**src/rtl/sat_offset_subtractor_if.sv**
```systemverilog
// Stream, config and status signals of the saturating offset subtractor.
// The DUT connects through the slave modport; the driver side uses master.
interface sat_offset_subtractor_if #(
    parameter int N        = 16,
    parameter int CHANNELS = 8,
    parameter int CNT_W    = 16
);
    localparam int CH_W = $clog2(CHANNELS);

    logic             cfg_we;
    logic [CH_W-1:0]  cfg_addr;
    logic [N-1:0]     cfg_data;

    logic             in_valid;
    logic             in_ready;
    logic [N-1:0]     in_data;
    logic             in_last;

    logic             out_valid;
    logic             out_ready;
    logic [N-1:0]     out_data;
    logic             out_last;
    logic             out_sat;

    logic [CNT_W-1:0] sat_count;

    modport master (
        output cfg_we, cfg_addr, cfg_data,
        output in_valid, in_data, in_last,
        output out_ready,
        input  in_ready, out_valid, out_data, out_last, out_sat, sat_count
    );

    modport slave (
        input  cfg_we, cfg_addr, cfg_data,
        input  in_valid, in_data, in_last,
        input  out_ready,
        output in_ready, out_valid, out_data, out_last, out_sat, sat_count
    );
endinterface

```
**src/rtl/sat_offset_subtractor.sv**
```systemverilog
// Saturating out = in - offset[ch], per-channel offsets, channel advances per accepted sample.
// Two registered stages, 2-cycle latency, full throughput; stalls propagate back through in_ready.
module sat_offset_subtractor #(
    parameter int N        = 16,
    parameter int CHANNELS = 8,
    parameter int CNT_W    = 16
) (
    input  logic                   clk,
    input  logic                   rst,
    sat_offset_subtractor_if.slave bus
);
    localparam int CH_W = $clog2(CHANNELS);
    localparam logic [N-1:0] MAX_VAL = {1'b0, {(N-1){1'b1}}};
    localparam logic [N-1:0] MIN_VAL = {1'b1, {(N-1){1'b0}}};

    logic [N-1:0]     offset [CHANNELS];
    logic [CH_W-1:0]  ch;

    logic             s1_valid;
    logic             s1_last;
    logic [N-1:0]     s1_a;
    logic [N-1:0]     s1_b;

    logic             s2_valid;
    logic             s2_last;
    logic             s2_sat;
    logic [N-1:0]     s2_data;

    logic [CNT_W-1:0] sat_cnt;

    logic             s2_adv;
    logic             s1_adv;
    logic             accept;
    logic             deliver;
    logic             cfg_hit;
    logic [N-1:0]     raw;
    logic [N-1:0]     diff;
    logic             ovf;

    assign s2_adv  = !s2_valid || bus.out_ready;
    assign s1_adv  = !s1_valid || s2_adv;
    assign accept  = bus.in_valid && s1_adv;
    assign deliver = s2_valid && bus.out_ready;

    assign bus.in_ready  = s1_adv;
    assign bus.out_valid = s2_valid;
    assign bus.out_data  = s2_data;
    assign bus.out_last  = s2_last;
    assign bus.out_sat   = s2_sat;
    assign bus.sat_count = sat_cnt;

    // Out-of-range addresses only exist when CHANNELS is not a power of two.
    generate
        if ((2 ** CH_W) > CHANNELS) begin : g_addr_chk
            assign cfg_hit = bus.cfg_we &&
                             ({{(32-CH_W){1'b0}}, bus.cfg_addr} < 32'(CHANNELS));
        end else begin : g_addr_full
            assign cfg_hit = bus.cfg_we;
        end
    endgenerate

    always_comb begin
        raw  = s1_a - s1_b;
        ovf  = (s1_a[N-1] ^ s1_b[N-1]) & (raw[N-1] ^ s1_a[N-1]);
        diff = raw;
        if (ovf) begin
            diff = s1_a[N-1] ? MIN_VAL : MAX_VAL;
        end
    end

    always_ff @(posedge clk or posedge rst) begin
        if (rst) begin
            for (int i = 0; i < CHANNELS; i++) begin
                offset[i] <= '0;
            end
        end else if (cfg_hit) begin
            offset[bus.cfg_addr] <= bus.cfg_data;
        end
    end

    always_ff @(posedge clk or posedge rst) begin
        if (rst) begin
            ch <= '0;
        end else if (accept) begin
            if (bus.in_last || (ch == CH_W'(CHANNELS - 1))) begin
                ch <= '0;
            end else begin
                ch <= ch + 1'b1;
            end
        end
    end

    // Offset is captured at accept, so a same-edge config write only affects later samples.
    always_ff @(posedge clk or posedge rst) begin
        if (rst) begin
            s1_valid <= 1'b0;
            s1_last  <= 1'b0;
            s1_a     <= '0;
            s1_b     <= '0;
        end else if (s1_adv) begin
            s1_valid <= bus.in_valid;
            if (bus.in_valid) begin
                s1_a    <= bus.in_data;
                s1_b    <= offset[ch];
                s1_last <= bus.in_last;
            end
        end
    end

    always_ff @(posedge clk or posedge rst) begin
        if (rst) begin
            s2_valid <= 1'b0;
            s2_last  <= 1'b0;
            s2_sat   <= 1'b0;
            s2_data  <= '0;
        end else if (s2_adv) begin
            s2_valid <= s1_valid;
            if (s1_valid) begin
                s2_data <= diff;
                s2_sat  <= ovf;
                s2_last <= s1_last;
            end
        end
    end

    always_ff @(posedge clk or posedge rst) begin
        if (rst) begin
            sat_cnt <= '0;
        end else if (deliver && s2_sat && !(&sat_cnt)) begin
            sat_cnt <= sat_cnt + 1'b1;
        end
    end
endmodule

```
**src/flat_wrapper.sv**
```systemverilog
// flat-port wrapper written by rule: the top's interface ports become plain ports
module sat_offset_subtractor_flat 
#(
    parameter int N        = 16,
    parameter int CHANNELS = 8,
    parameter int CNT_W    = 16
)
  (clk, rst, bus_cfg_we, bus_cfg_addr, bus_cfg_data, bus_in_valid, bus_in_data, bus_in_last, bus_out_ready, bus_in_ready, bus_out_valid, bus_out_data, bus_out_last, bus_out_sat, bus_sat_count);
  sat_offset_subtractor_if #(.N(N), .CHANNELS(CHANNELS), .CNT_W(CNT_W)) bus_i ();
  input  logic clk;
  input  logic rst;
  input wire logic [$bits(bus_i.cfg_we)-1:0] bus_cfg_we;
  input wire logic [$bits(bus_i.cfg_addr)-1:0] bus_cfg_addr;
  input wire logic [$bits(bus_i.cfg_data)-1:0] bus_cfg_data;
  input wire logic [$bits(bus_i.in_valid)-1:0] bus_in_valid;
  input wire logic [$bits(bus_i.in_data)-1:0] bus_in_data;
  input wire logic [$bits(bus_i.in_last)-1:0] bus_in_last;
  input wire logic [$bits(bus_i.out_ready)-1:0] bus_out_ready;
  output wire logic [$bits(bus_i.in_ready)-1:0] bus_in_ready;
  output wire logic [$bits(bus_i.out_valid)-1:0] bus_out_valid;
  output wire logic [$bits(bus_i.out_data)-1:0] bus_out_data;
  output wire logic [$bits(bus_i.out_last)-1:0] bus_out_last;
  output wire logic [$bits(bus_i.out_sat)-1:0] bus_out_sat;
  output wire logic [$bits(bus_i.sat_count)-1:0] bus_sat_count;
  assign bus_i.cfg_we = bus_cfg_we;
  assign bus_i.cfg_addr = bus_cfg_addr;
  assign bus_i.cfg_data = bus_cfg_data;
  assign bus_i.in_valid = bus_in_valid;
  assign bus_i.in_data = bus_in_data;
  assign bus_i.in_last = bus_in_last;
  assign bus_i.out_ready = bus_out_ready;
  assign bus_in_ready = bus_i.in_ready;
  assign bus_out_valid = bus_i.out_valid;
  assign bus_out_data = bus_i.out_data;
  assign bus_out_last = bus_i.out_last;
  assign bus_out_sat = bus_i.out_sat;
  assign bus_sat_count = bus_i.sat_count;
  sat_offset_subtractor #(.N(N), .CHANNELS(CHANNELS), .CNT_W(CNT_W)) u_core (.clk(clk), .rst(rst), .bus(bus_i));
endmodule
```
**config.mk**
```make
export PLATFORM = sky130hd
export DESIGN_NAME = sat_offset_subtractor_flat
export DESIGN_NICKNAME = d
export VERILOG_FILES = /design/src/rtl/sat_offset_subtractor_if.sv /design/src/rtl/sat_offset_subtractor.sv /design/src/flat_wrapper.sv
export SDC_FILE = /design/constraint.sdc
export NUM_CORES = 1
export LEC_CHECK = 0
export BUFFER_PORTS_ARGS = -buffer_cell sky130_fd_sc_hd__buf_2
export CORE_MARGIN = 2
export CORE_UTILIZATION = 60
export CTS_CLUSTER_SIZE = 14
export DETAILED_ROUTE_END_ITERATION = 16
export GPL_TIMING_DRIVEN = 1
export PLACE_DENSITY_LB_ADDON = 0.3
export SYNTH_ARGS = -nofsm -noshare
export SYNTH_HDL_FRONTEND = slang
export SYNTH_SLANG_ARGS = --single-unit
```
**constraint.sdc**
```tcl
create_clock -name clk -period 19.5 [get_ports clk]
set_clock_uncertainty 0.05 [all_clocks]
set_input_delay 3.9 -clock clk [delete_from_list [all_inputs] [get_ports clk]]
set_output_delay 3.9 -clock clk [all_outputs]
set_load 0.005 [all_outputs]
```
# Word-level counts from Yosys, hierarchy flattened
# Cells that the tools add are included.
# classes
n_addsub,3
magnitude_cmp,3
n_eq_ne,1
muxes,9
n_bitwise,5
n_reduce_logical,14
# ops
op,count
bitwise mux 128 bit,1
two-way mux 16 bit,5
binary-select mux 16 bit (select 3 bit),1
demux 16 bit (select 3 bit),1
adder 16 x 1 -> 16 bit (second input constant),1
AND reduction 16 bit,1
subtractor 16 bit,1
greater-or-equal comparator 4 bit (second input constant),2
inverter 3 -> 4 bit,2
logical AND 1 bit,5
less-than comparator 4 x 1 -> 1 bit (second input constant),1
AND reduction 2 bit,2
adder 3 x 1 -> 3 bit (second input constant),1
== test 3 bit (second input constant),1
logical NOT 1 bit,3
logical OR 1 bit,3
two-way mux 3 bit,1
XOR 1 bit,2
bitwise AND 1 bit,1
# totals
reg_bits,200
output_inout_bits,36

# Longest topological paths before layout
# depth
depth_word,6
mapped_depth,15

# Worst setup path after synthesis
# OpenSTA, ideal clock, no wires.
# synth_timing
path_type,input-to-output
start,input bus_out_ready
end,output bus_in_ready
arrival_ns,4.079
slack_ns,11.471
path_stages,1
cell_sequence,nand3b_1
# synth_between
elab_chain_len,2
# synth_rtl
element,line_no,source
"start, declared",flat_wrapper.sv:18,input wire logic [$bits(bus_i.out_ready)-1:0] bus_out_ready;
logical OR 1 bit,sat_offset_subtractor.sv:40,assign s2_adv = !s2_valid || bus.out_ready;
logical OR 1 bit,sat_offset_subtractor.sv:41,assign s1_adv = !s1_valid || s2_adv;
"end, declared",flat_wrapper.sv:19,output wire logic [$bits(bus_i.in_ready)-1:0] bus_in_ready;
# No other way between the ends.

# Worst setup path in the final report
# Ends and elaborated chain as after synthesis.

==> flow_summary.toml <==
[outcome]
status = "finished clean"

[synthesis]
synth_mux_area_share_pct = 26.7
synth_most_common_cell = "dfrtp_1"
yosysTopAreaCell = "dfrtp_1"
synth_seq_cells = 200
synth_xor_area_share_pct = 1.84
ys_warn_count = 0
yosys_most_used_dff = "dfrtp_1"
synth_cell_types = 63
synth_fa_ha_area_share_pct = 2.79
synth_nets = 766
synth_top_area_share_pct = 52.7
async_flop_share_pct = 100
avgSynthCellArea_um2 = 13.5
synth_area_um2 = 9500
synth_common_cells = "200 x dfrtp_1, 146 x mux2_2, 49 x nand2_1, 32 x mux4_2, 30 x nor2_1"
yosys.area_share.simple_pct = 6.94
synth_edf_count = 0
synth_compound_area_share_pct = 6.27
synth_top_family_by_area = "multiplexers"
synthTopCellsByArea = "dfrtp_1 53%, mux2_2 17%, mux4_2 7.6%, ha_1 2.4%, nand2_1 1.9%"
synthCells = 705
seq_area_frac_synth_pct = 52.7

[clocking]
cts_buffer_depth = 2
cts_resized = 0
cts_tree = "yes"
ctsHoldBuffers = 0
cts_setup_buffers = 0
cts-root-buf = "clkbuf_16"
cts.sinks = 200
cts_buffers = 17
htree_levels = 4
clk_latency_ns = 0.44
clkTransAtPathRegs_ns = 0.07

[detailed_routing]
ant_nets = 0
vias_per_cell = 5.87
wire_per_inst_um = 18.9
vias = 5856
drc = 0
postRouteWirelength_um = 18800
drt_iter0_markers = 364
firstDrtPassIters = 4

[global_routing]
first_global_vias = 6035
antenna_found_initial = 0
grt.overflow.total = 0
grt_pass1_wl_um = 30600
grtUsageTotal_pct = 23.8
grt_max_degree = 110

[placed_design]
placed_area_um2 = 10000
port-buffer-count = 76
dpl.cell_count = 964
hpwlAfterDp_um = 11900
place_congestion = 0.884

[critical_path]
crit_required_ns = 15.55
r2r-end = "u_core.bus.out_data[14]"
cp_max_fo = 4
worstSetupStartpoint = "bus_out_ready"
worst_setup_path_start_kind = "primary input"
endpoint_kind = "output port"
r2r-start = "u_core.s1_b[6]"
reg2reg_depth = 13
arrival_ns = 4.39
rrSetupSlack_ns = 15.42
crit_end = "bus_in_ready"
criticalPathCategory = "primary input to output port"

[floorplanning]
die_w_um = 130
fp.coreArea_um2 = 15300
die_area_um2 = 16900
placementRows = 45
die_y_um = 130
initial_core_util_pct = 62.0
pin_count = 77

[sta]
worstMarginPinSlew_ns = 1.17
whs_ns = 0.415
timing.fmax_mhz = 120
period_needed_ns = 8.34
setup_viol = 0
slew_headroom_pct = 21.9
setup_tns_ns = 0
slew_violations = 0
hold_viol = 0
grt_setup_unrepaired = "no"
fin_crit_sh_pct = 42.8

[cells_and_area]
fin_area_um2 = 10600
area_delta_synth_final_pct = 12.0
layout.nets = 833
drive_above_1_share_pct = 40.3
fin_cells = 997

[power]
pwr_density_cell_nw_per_um2 = 124
peakVddDrop_mv = 0.0807
p_leak_nw = 4.59

[run]
cap_violations = 0

[min_path]
hp-class = "flip-flop to flip-flop"
[layout by cell type, fill, tap and decap left out, types with 5 or more instances in the layout]
master,synthesis,final
nand2_1,49,48
dfrtp_1,200,198
buf_2,15,76
nor2_1,30,30
inv_1,21,20
o21ai_0,27,27
nand3_1,12,12
mux2i_1,16,16
ha_1,18,18
o22ai_1,5,5
buf_4,3,6
nand2b_1,5,5
nand4_1,10,10
clkbuf_16,0,17
mux4_2,32,32
a21oi_1,17,17
mux2_2,146,146
xnor2_1,16,16
o21a_1,5,5
[routing by layer]
metal	up-vias	track usage, %	part of all wire [%]
li1	2690	-	-
met1	2988	30.8	44
met2	141	39.5	49
met3	37	6.36	5.0
met4	0	7.84	2.0
met5	-	0	0
[state kept, by name, indices dropped and copies added, names as in the netlist]
signal,count
u_core.offset,128
u_core.bus.out_data,16
u_core.bus.sat_count,16
u_core.s1_a,16
u_core.s1_b,16
u_core.ch,3
u_core.bus.out_last,1
u_core.bus.out_sat,1
u_core.bus.out_valid,1
u_core.s1_last,1
u_core.s1_valid,1
[how the worst min path moves through the flow]
stage	start	end	slack [ns]	cells past startpoint
4_1_cts	u_core.s1_last	u_core.bus.out_last	0.42	2
3_3_place_gp	u_core.s1_last	u_core.bus.out_last	0.39	2
2_1_floorplan	u_core.s1_last	u_core.bus.out_last	0.38	2
6_report	u_core.s1_last	u_core.bus.out_last	0.42	2
5_1_grt	u_core.bus.out_data[0]	u_core.bus.out_data[0]	0.46	2
3_5_place_dp	u_core.s1_last	u_core.bus.out_last	0.40	2
[area by class of cell]
type                            instances  area, µm²
Clock inverter                         12        139
Tap cell                              211        264
Timing Repair Buffer                   82        425
Antenna cell                            1       2.50
Clock buffer                           20        457
Fill cell                            1078       4670
Sequential cell                       200       5010
Multi-Input combinational cell        450       4260
Inverter                               21       86.3
[worst max-delay path, cell delays in order]
cell and delay, ns:
buf_2 0.12, nand3b_1 0.21, buf_2 0.16
[cell families after synthesis]
family,count (synthesis)
multiplexers,195
XOR/XNOR,20
AO/OA/AOI/OAI,84
buffers and inverters,55
adder cells (fa/ha/maj),20
AND/OR/NAND/NOR,131
flip-flops,200
[report_power, final]
| group | total [mW] | internal, mW | switching, mW |
|---|---|---|---|
| combinational | 0.390 | 0.200 | 0.191 |
| clock | 0.353 | 0.197 | 0.156 |
| sequential | 0.579 | 0.514 | 0.0652 |
| total | 1.32 | 0.911 | 0.412 |
[stage by stage]
stage / utilization [%] / power, mW / worst slack, ns
2_1_floorplan: - / 0.871 / 10.10
4_1_cts: 69.5 / 1.33 / 11.18
3_3_place_gp: 65.6 / 0.947 / 11.19
5_1_grt: 69.5 / 1.40 / 11.14
6_report: 69.5 / 1.32 / 11.16
3_5_place_dp: 65.6 / 0.970 / 11.18
No activity file was read; power rests on OpenSTA's default activity.
